[config.mk]
export PLATFORM = sky130hd
export DESIGN_NAME = calc_sequencer
export DESIGN_NICKNAME = d
export VERILOG_FILES = /design/src/rtl/calc_pkg.sv /design/src/rtl/calc_settle_timer.sv /design/src/rtl/calc_sequencer.sv
export SDC_FILE = /design/constraint.sdc
export NUM_CORES = 1
export LEC_CHECK = 0
export BUFFER_PORTS_ARGS = -buffer_cell sky130_fd_sc_hd__buf_2
export CAP_MARGIN = 30
export CORE_MARGIN = 3
export CORE_UTILIZATION = 35
export DETAILED_ROUTE_END_ITERATION = 8
export SLEW_MARGIN = 0
export SYNTH_ARGS = -nofsm -noshare
export SYNTH_HDL_FRONTEND = slang
export SYNTH_SLANG_ARGS = --single-unit
[constraint.sdc]
create_clock -name Clock -period 2.6 [get_ports Clock]
set_input_delay 0 -clock Clock [delete_from_list [all_inputs] [get_ports Clock]]
set_output_delay 0 -clock Clock [all_outputs]
set_load 0.05 [all_outputs]
[src/rtl/calc_pkg.sv]
// Shared definitions for the calc sequencer: op codes, FSM states and the
// default settle time of the arithmetic unit's combinational datapath.
package calc_pkg;

    localparam logic [2:0] OP_ADD = 3'b000;
    localparam logic [2:0] OP_SUB = 3'b001;
    localparam logic [2:0] OP_MUL = 3'b010;
    localparam logic [2:0] OP_DIV = 3'b011;
    localparam logic [2:0] OP_SHL = 3'b100;
    localparam logic [2:0] OP_SHR = 3'b101;
    localparam logic [2:0] OP_SRA = 3'b110;
    localparam logic [2:0] OP_ILL = 3'b111;

    localparam int unsigned SETTLE_DEFAULT = 4;

    typedef enum logic [2:0] {
        StIdle,
        StLoadA,
        StLoadB,
        StSettle,
        StCapture,
        StDone
    } state_t;

endpackage

[src/rtl/calc_settle_timer.sv]
// Settle down-counter: reloaded with SETTLE-1 so that a counting window lasts
// exactly SETTLE cycles, the last of which sees expired high.
module calc_settle_timer
    import calc_pkg::*;
#(
    parameter int unsigned SETTLE = SETTLE_DEFAULT
) (
    input  logic Clock,
    input  logic Reset,
    input  logic load,
    input  logic count,
    output logic expired
);

    localparam int unsigned CW = (SETTLE > 1) ? $clog2(SETTLE) : 1;
    localparam logic [CW-1:0] RELOAD = CW'(SETTLE - 1);

    logic [CW-1:0] cnt_q;

    // Reload on load, otherwise count down to zero and hold there
    always_ff @(posedge Clock or posedge Reset) begin
        if (Reset) begin
            cnt_q <= '0;
        end else if (load) begin
            cnt_q <= RELOAD;
        end else if (count && (cnt_q != '0)) begin
            cnt_q <= cnt_q - CW'(1);
        end
    end

    assign expired = (cnt_q == '0);

endmodule

[src/rtl/calc_sequencer.sv]
// Command sequencer for an external arithmetic unit (AU): loads A and B,
// waits SETTLE cycles for the AU datapath, captures the result and hands it
// back over a valid/ready result channel. Illegal ops and divide-by-zero
// short-circuit to an error result without touching the AU.
// Optional feature: define CALC_CHAIN_EN to add cmd_chain, which substitutes
// the last good result for operand A.
module calc_sequencer
    import calc_pkg::*;
#(
    parameter int unsigned N      = 32,
    parameter int unsigned SETTLE = SETTLE_DEFAULT  // must be >= 1
) (
    input  logic         Clock,
    input  logic         Reset,
    input  logic         cmd_valid,
    output logic         cmd_ready,
    input  logic [N-1:0] cmd_a,
    input  logic [N-1:0] cmd_b,
    input  logic [2:0]   cmd_op,
`ifdef CALC_CHAIN_EN
    input  logic         cmd_chain,
`endif
    output logic [N-1:0] au_in,
    output logic         au_load_a,
    output logic         au_load_b,
    output logic         au_load_r,
    output logic [2:0]   au_op,
    output logic         au_clear,
    input  logic [N-1:0] au_result,
    output logic         res_valid,
    input  logic         res_ready,
    output logic [N-1:0] res_data,
    output logic         res_err,
    output logic         busy
);

    state_t       state_q, state_d;
    logic [N-1:0] a_q, b_q;
    logic [2:0]   op_q;
    logic         err_q;
    logic         accept;
    logic         cmd_err;
    logic         settle_done;
    logic         timer_load;
    logic         timer_count;
    logic [N-1:0] a_sel;

    assign accept  = cmd_valid && cmd_ready;
    assign cmd_err = (cmd_op == OP_ILL) || ((cmd_op == OP_DIV) && (cmd_b == '0));

    // AU registers clear together with the sequencer
    assign au_clear = Reset;

`ifdef CALC_CHAIN_EN
    logic [N-1:0] last_q;

    assign a_sel = cmd_chain ? last_q : cmd_a;

    // Remember the last good result for chained commands
    always_ff @(posedge Clock or posedge Reset) begin
        if (Reset) begin
            last_q <= '0;
        end else if (res_valid && res_ready && !res_err) begin
            last_q <= res_data;
        end
    end
`else
    assign a_sel = cmd_a;
`endif

    // State register
    always_ff @(posedge Clock or posedge Reset) begin
        if (Reset) begin
            state_q <= StIdle;
        end else begin
            state_q <= state_d;
        end
    end

    // Latch the command operands on accept
    always_ff @(posedge Clock or posedge Reset) begin
        if (Reset) begin
            a_q   <= '0;
            b_q   <= '0;
            op_q  <= OP_ADD;
            err_q <= 1'b0;
        end else if (accept) begin
            a_q   <= a_sel;
            b_q   <= cmd_b;
            op_q  <= cmd_op;
            err_q <= cmd_err;
        end
    end

    assign timer_load  = (state_q == StLoadB);
    assign timer_count = (state_q == StSettle);

    calc_settle_timer #(
        .SETTLE (SETTLE)
    ) u_settle_timer (
        .Clock   (Clock),
        .Reset   (Reset),
        .load    (timer_load),
        .count   (timer_count),
        .expired (settle_done)
    );

    // Next-state and output decode
    always_comb begin
        state_d   = state_q;
        au_in     = '0;
        au_load_a = 1'b0;
        au_load_b = 1'b0;
        au_load_r = 1'b0;
        au_op     = 3'b000;
        res_valid = 1'b0;
        res_data  = '0;
        res_err   = 1'b0;
        busy      = (state_q != StIdle);
        cmd_ready = (state_q == StIdle) && !Reset;

        unique case (state_q)
            StIdle: begin
                if (accept) begin
                    state_d = cmd_err ? StDone : StLoadA;
                end
            end
            StLoadA: begin
                au_in     = a_q;
                au_load_a = 1'b1;
                au_op     = op_q;
                state_d   = StLoadB;
            end
            StLoadB: begin
                au_in     = b_q;
                au_load_b = 1'b1;
                au_op     = op_q;
                state_d   = StSettle;
            end
            StSettle: begin
                au_op = op_q;
                if (settle_done) begin
                    state_d = StCapture;
                end
            end
            StCapture: begin
                au_load_r = 1'b1;
                au_op     = op_q;
                state_d   = StDone;
            end
            StDone: begin
                res_valid = 1'b1;
                res_err   = err_q;
                res_data  = err_q ? '0 : au_result;
                if (res_ready) begin
                    state_d = StIdle;
                end
            end
            default: begin
                state_d = StIdle;
            end
        endcase
    end

endmodule

==> results of run 1 <==
-- sequential cells by signal (all words and copies together), names as in the netlist --
register	count
op_q	3
err_q	1
b_q	32
a_q	32
state_q	3
u_settle_timer.cnt_q	2
-- synth_stat cells, types with 2 or more instances --
master	instances	area, sq um
a22o_1	33	289.0
a22oi_1	2	15.01
and2_1	37	231.5
and4_1	2	17.52
buf_2	8	40.04
buf_4	3	22.52
buf_6	6	67.56
clkbuf_2	3	15.01
dfrtp_1	73	1827
inv_1	3	11.26
mux2_2	60	675.7
mux2_4	8	120.1
nand2_1	3	11.26
nor2_1	2	7.510
nor2b_1	2	12.51
nor4_1	8	50.05
o21ai_0	3	15.01
o31ai_1	2	15.01
-- through the flow --
step / power (W) / std cells
3_3_place_gp: 0.004302 / 570
6_report: 0.005234 / 655
5_1_grt: 0.005530 / 654
2_1_floorplan: 0.003806 / 274
4_1_cts: 0.005282 / 654
3_5_place_dp: 0.004353 / 570
-- cell type report --
class | instances | area [sq um]
sequential | 73 | 1827
clock inverter | 6 | 48.80
antenna | 1 | 2.502
clock buffer | 10 | 137.6
timing repair buffer | 251 | 1637
multi-input combinational | 177 | 1604
fill | 843 | 4427
tap | 133 | 166.4
inverter | 4 | 15.01
-- per-layer routing --
metal,vias to the layer above,GRT usage,part of all wire
li1,1477,-,-
met1,1486,0.2018,0.40
met2,142,0.3056,0.50
met3,13,0.04395,0.082
met4,0,0.05388,0.016
met5,-,0,0
-- worst min path at each step --
stage	startpoint	to	slack (ps)
final	res_ready	state_q[0]$_DFFE_PP0P_	20
after floorplan	cmd_a[25]	a_q[25]$_DFFE_PP0P_	150
after CTS	res_ready	state_q[0]$_DFFE_PP0P_	2
after global routing	res_ready	state_q[0]$_DFFE_PP0P_	50
after detailed placement	Reset	state_q[2]$_DFFE_PP0P_	150
after global placement	Reset	state_q[2]$_DFFE_PP0P_	140
-- power by group --
group | internal, W | leakage (nW) | switching [W] | total, W
registers | 0.00165 | 0.915 | 0.000310 | 0.00196
clock network | 0.000381 | 0.0855 | 0.000459 | 0.000839
logic | 0.000965 | 1.83 | 0.00147 | 0.00243
-- cells by family after synthesis --
| group | share of synthesized area |
|---|---|
| AO/OA/AOI/OAI | 0.1023 |
| XOR/XNOR | 0.002445 |
| adder cells (fa/ha/maj) | 0.003491 |
| buffers and inverters | 0.04469 |
| flip-flops | 0.5098 |
| multiplexers | 0.2221 |
| AND/OR/NAND/NOR | 0.1152 |
-- worst max-delay path, delay by kind of cell, from the launching register on --
family | cells | cell delay (ps)
AND/OR/NAND/NOR | 2 | 380
buffers and inverters | 2 | 550
flip-flops | 1 | 600
AO/OA/AOI/OAI | 1 | 220
==> out/results.ini, run 1 <==
[clock_network]
worstSkewPairLatency_ps=340
h-tree-depth=3
cts_resized=0
clock_path_buffers=2
cts_setup_buffers=0
hold_buffers=68
cts_sinks=73
clk_pin_slew_ps=80
tritoncts=built
cts_buffers=9
cts_root_buffer=clkbuf_8

[logic_synthesis]
synth_cells=274
yosys_warnings=0
yosysSeqAreaShare=0.5098
synth_edf_count=0
syn_nets=378
avgSynthCellArea_sq_um=13.08
async_reset_ff_frac=1.000
synth.distinct_cells=34
ys_ff_latch=73
ys.flop_type=dfrtp_1
netlist_area_sq_um=3583

[floorplanning]
start_util=0.3633
dieArea_sq_um=11490
io_pins=178
rows=36
core_area_sq_um=9864
die_h_um=107.2
die_x_um=107.2

[placement]
port_buffers=177
place_area_sq_um=4568
dp_slack_ps=766.7
gp_congestion=0.7687
dp_hpwl_mm=7.084

[outcome]
outcome=finished clean

[critical_path]
cp-startpoint=state_q[1]$_DFFE_PP0P_
crit_chain=nand2b_1 -> nor2_2 -> buf_4 -> a22o_1 -> buf_2
critPathMaxStageDelay_ps=600
rr_startpoint=state_q[1]$_DFFE_PP0P_
start_kind=register
r2r_cells=4
worst-path-max-fanout=21
cp_slowest_cell=dfrtp_1
reg2reg_to=b_q[8]$_DFFE_PP0P_
crit_type=reg2out
endpoint=au_in[7]
worstSetupEndpointType=output port
r2r_slack_ps=770
worstPathRequired_ps=2600
cp.arrival_ps=2100

[worst_hold_path]
holdPathStages=4
holdCritPathClass=in2reg

[detailed_routing]
ant_nets=0
wire_per_inst_um=15.43
detail_route.vias_per_cell=4.760
drt_iter0_drc=110
drc=0
num_vias=3118
firstDrtPassIters=4
wirelength_mm=10.11

[grt]
grt_pass1_wl_mm=15.49
grt_max_degree=51
grt.total_usage=0.1718
overflow=0
antenna_found_initial=0
first_global_vias=3170

[power_and_ir_drop]
p_leak_nw=2.835
vdd_drop_max_mv=0.6930
power_density_nw_per_um2=962.5

[layout]
area_growth_pct=51.75
final_util=0.5512
layout_commonest_cell=buf_2
fin_nets=620
layout_common_cells=buf_2, dfrtp_1, dlygate4sd3_1
drive_gt1_frac=0.5259
fin_area_sq_um=5438

[sta]
worst_hold_slack_ps=22.58
post-route-period-util=0.8078
fin_ws_ps=499.8
rsz0062_at_grt=no
fmax_mhz=476.1
slew_viol_final=0
finalSetupViolCount=0
finalHoldViolCount=0
finalSetupTns_ps=0
clock_skew_ps=16.15
tightest_slew_ps=620.0
relSlewSlack=0.5861
min_period_ps=2100

[job]
cap_violations=0

Power figures use the tool's default switching activity.
==> run 2: changes to the inputs <==
clock period = 2.2 ns   (was 2.6 ns; I/O delays follow)
==> run 2 against run 1 <==
  * Non-clock buffer count rose by 2
  * Cell area grew 0.92%
  * First-iteration DRC count decreased by 35%
  * Clock skew fell by 10 ps
  * Global-route usage grew 1.1 points
  * Die area did not move
==> out/results.ini, run 2 (synthesis results as in run 1) <==
[outcome]
outcome=finished clean

[floorplanning]
die_h_um=107.2
dieArea_sq_um=11490
start_util=0.3633
die_x_um=107.2
io_pins=178
rows=36
core_area_sq_um=9864

[critical_path]
rr_startpoint=state_q[0]$_DFFE_PP0P_
cp.arrival_ps=2060
critPathMaxStageDelay_ps=480
reg2reg_to=a_q[27]$_DFFE_PP0P_
crit_chain=nand2b_1 -> nor2_2 -> buf_4 -> a22o_1 -> buf_2
r2r_cells=4
r2r_slack_ps=400
cp_slowest_cell=dfrtp_1
worstSetupEndpointType=output port
worst-path-max-fanout=24
crit_type=reg2out
worstPathRequired_ps=2200
start_kind=register

[sta]
slew_viol_final=0
post-route-period-util=0.9349
clock_skew_ps=6.022
fin_ws_ps=143.1
relSlewSlack=0.6177
min_period_ps=2057
tightest_slew_ps=572.5
finalHoldViolCount=0
finalSetupViolCount=0
finalSetupTns_ps=0
rsz0062_at_grt=no
fmax_mhz=486.2

[detailed_routing]
wirelength_mm=10.56
wire_per_inst_um=16.15
detail_route.vias_per_cell=4.818
firstDrtPassIters=4
ant_nets=0
num_vias=3151
drt_iter0_drc=72
drc=0

[layout]
final_util=0.5563
area_growth_pct=53.14
layout_common_cells=buf_2, dfrtp_1, dlygate4sd3_1
num_antenna_cells=0
layout_commonest_cell=buf_2
reg_top3=a_q: 32 flops, b_q: 32 flops
fin_nets=622
fin_area_sq_um=5488
drive_gt1_frac=0.5278

[placement]
gp_congestion=0.7930
place_area_sq_um=4623
dp_slack_ps=404.9
port_buffers=177
dp_hpwl_mm=7.196

[clock_network]
cts_buffers=9
clk_pin_slew_ps=70
tritoncts=built
h-tree-depth=3
worstSkewPairLatency_ps=340
cts_sinks=73
cts_root_buffer=clkbuf_8
clock_path_buffers=2

[grt]
grt.total_usage=0.1831
overflow=0
antenna_found_initial=0
grt_pass1_wl_mm=16.24
grt_max_degree=50
first_global_vias=3250

[power_and_ir_drop]
power_density_nw_per_um2=1141
vdd_drop_max_mv=0.7480
p_leak_nw=2.871

[worst_hold_path]
holdPathEnd=state_q[0]$_DFFE_PP0P_
hold_start=res_ready
holdPathStages=4
holdCritPathClass=in2reg

[job]
cap_violations=0

[run 2: metal layers]
layer / global-route usage / share of wire / up-vias / wire length, um
met5: 0 / 0 / - / 0
met4: 0.06393 / 0.013 / 0 / 135
met3: 0.04515 / 0.082 / 12 / 870
met2: 0.3391 / 0.52 / 140 / 5450
met1: 0.2018 / 0.39 / 1520 / 4103
li1: - / - / 1479 / -
[run 2: timing repair]
item,in CTS,in global routing
gates resized for setup,0,1
endpoints found under the setup margin,0,24
hold buffers,68,0
hold endpoints to repair,93,0
buffers inserted,0,0
[run 2: how the worst max path moves through the flow]
stage                                 from                   to  slack, ps  cells after the start
floorplan           state_q[1]$_DFFE_PP0P_         res_data[10]        280                      6
global placement    state_q[1]$_DFFE_PP0P_  a_q[28]$_DFFE_PP0P_        430                      4
detailed placement  state_q[0]$_DFFE_PP0P_  a_q[30]$_DFFE_PP0P_        400                      4
CTS                 state_q[1]$_DFFE_PP0P_            au_in[14]         40                      5
global route        state_q[0]$_DFFE_PP0P_            au_in[13]         10                      4
finish              state_q[2]$_DFFE_PP0P_             au_in[8]        140                      5
[run 2: metrics by stage]
stage | std cells | total power, W | hold WS [ps]
after floorplan | 274 | 0.004498 | 148.5
after global placement | 572 | 0.005108 | 118.5
after detailed placement | 572 | 0.005181 | 124.7
after CTS | 654 | 0.006309 | 0.8047
after global routing | 654 | 0.006624 | 54.35
final | 654 | 0.006260 | 8.814
[run 2: power breakdown]
group / switching, W / total (W) / internal, W / leakage [nW]
Sequential: 0.000365 / 0.00232 / 0.00196 / 0.914
Combinational: 0.00175 / 0.00292 / 0.00117 / 1.86
Clock: 0.000481 / 0.00102 / 0.000537 / 0.0978
Total: 0.00260 / 0.00626 / 0.00366 / 2.87
[run 2: area by class of cell]
type	count	area (sq um)
inverter	4	15.01
fill	864	4377
clock buffer	10	137.6
sequential	73	1828
multi-input combinational	177	1604
tap	133	166.4
clock inverter	4	45.04
timing repair buffer	253	1692
[run 2: worst max-delay path: cells and delay by family (launching register included)]
family                 cells  cell delay [ps]
AOI/OAI and AO/OA          1              220
buffers and inverters      2              580
DFF                        1              480
and+or+nand+nor            2              430
==> run 3: changes to the inputs <==
clock period = 2.18 ns   (was 2.2 ns; I/O delays follow)
==> run 3 against run 2 <==
  * Sequential power grew 3%
  * Critical endpoint is now res_data[10]
  * Register-to-register slack gained 60 ps
  * Final cell count grew 0.31%
  * Global-route usage is essentially flat
  * Sequential cell count is the same
  * Clock power grew 15%
  * Non-clock buffer count is the same
  * Setup slack lost 9.5 ps
  * Largest power group unchanged
  * Hold slack gained 21 ps
==> out/results.ini, run 3 (synthesis results as in run 1) <==
[outcome]
outcome=finished clean

[critical_path]
critical-path-top-delay-family=simple AND/OR/NAND/NOR gates
worstPathRequired_ps=2180
start_kind=register
crit_buf_inv=1
cp.arrival_ps=2050
worst-path-max-fanout=32
critPathMaxStageDelay_ps=540
worstSetupEndpointType=output port
r2r_slack_ps=460
cp_slowest_cell=dfrtp_1
crit_type=reg2out
timing.critical_path.mode_cell=and2_1
crit_chain=nor2b_1 -> and2_1 -> and2b_4 -> and2_1 -> buf_2

[clock_network]
clock_path_buffers=2
clk_pin_slew_ps=80
worstSkewPairLatency_ps=340
cts_sinks=73
tritoncts=built
cts_root_buffer=clkbuf_8
h-tree-depth=3
cts_buffers=9

[floorplanning]
rows=36
die_x_um=107.2
core_area_sq_um=9864
die_h_um=107.2
start_util=0.3633
io_pins=178
dieArea_sq_um=11490

[placement]
port_buffers=177
gp_congestion=0.8287
place_area_sq_um=4611
dp_hpwl_mm=7.339

[sta]
fmax_mhz=488.7
finalHoldViolCount=0
slew_viol_final=0
clock_skew_ps=10.65
tightest_slew_ps=564.9
rsz0062_at_grt=no
post-route-period-util=0.9387
worst_hold_slack_ps=29.74
relSlewSlack=0.6229
finalSetupViolCount=0
min_period_ps=2046
finalSetupTns_ps=0

[layout]
layout_common_cells=buf_2, dfrtp_1, dlygate4sd3_1
num_antenna_cells=0
layout_commonest_cell=buf_2
multi_input_area_sq_um=1604
fillCellCount=837
area_growth_pct=53.88
reg_top3=a_q: 32 flops, b_q: 32 flops
fin_nets=622
fin_area_sq_um=5514
drive_gt1_frac=0.5277
seqCellArea_sq_um=1828

[worst_hold_path]
holdCritPathClass=in2reg

[job]
cap_violations=0

[grt]
grt_pass1_wl_mm=16.44
grt.total_usage=0.1831
antenna_found_initial=0
grt_max_degree=50
overflow=0
first_global_vias=3362

[detailed_routing]
ant_nets=0
firstDrtPassIters=4
drt_iter0_drc=84
num_vias=3138
wirelength_mm=10.55
wire_per_inst_um=16.08
detail_route.vias_per_cell=4.784
drc=0

[power_and_ir_drop]
power_density_nw_per_um2=1177
vdd_drop_max_mv=0.5967
p_leak_nw=2.875

==> run 3: area by class of cell <==
cell class,count,share of cell area
clock inverter,6,0.01634
multi-input combinational,177,0.2909
tap,133,0.03018
timing repair buffer,253,0.3052
sequential,73,0.3315
clock buffer,10,0.02314
inverter,4,0.002723
==> run 3: worst paths after layout <==
kind                                   startpoint                endpoint  depth (start not counted)
max                        state_q[2]$_DFFE_PP0P_            res_data[10]                          5
min                                     res_ready  state_q[0]$_DFFE_PP0P_                          4
max reg2reg                state_q[0]$_DFFE_PP0P_     a_q[28]$_DFFE_PP0P_                          4
min reg2reg                   op_q[1]$_DFFE_PP0P_     op_q[1]$_DFFE_PP0P_                          1
max in group asynchronous                   Reset     a_q[17]$_DFFE_PP0P_                          4
min in group asynchronous                   Reset  state_q[2]$_DFFE_PP0P_                          3
==> run 3: per-stage QoR <==
step | instances | util | total power (W) | setup slack [ps]
after floorplan | 274 | - | 0.004540 | 261.0
after global placement | 572 | 0.4674 | 0.005185 | 507.3
after detailed placement | 572 | 0.4674 | 0.005240 | 448.7
after CTS | 656 | 0.5585 | 0.006538 | 46.19
after global routing | 656 | 0.5590 | 0.006857 | 12.83
final | 656 | 0.5590 | 0.006492 | 133.6
==> run 3: worst min-delay path, delay by kind of cell <==
family	cells	cell delay (ps)
buffers and inverters	1	90
AOI/OAI and AO/OA	3	230
==> run 3: where the power goes <==
group	switching (W)	total, W	internal [W]
sequential	0.000405	0.00238	0.00198
clock	0.000521	0.00117	0.000651
combinational	0.00176	0.00294	0.00118
total	0.00268	0.00649	0.00381
==> run 3: per-layer routing <==
| metal | vias to the layer above | track usage | part of all wire |
|---|---|---|---|
| met2 | 145 | 0.3320 | 0.51 |
| met3 | 9 | 0.05479 | 0.077 |
| met5 | - | 0 | 0 |
| met1 | 1510 | 0.2091 | 0.41 |
| li1 | 1474 | - | - |
| met4 | 0 | 0.04658 | 0.0077 |
==> run 3: what timing repair did <==
item                                    CTS  global route
setup buffers                             0             0
gates resized for setup                   0             2
hold endpoints to repair                 93             0
hold buffers                             68             0
endpoints found under the setup margin    0            24
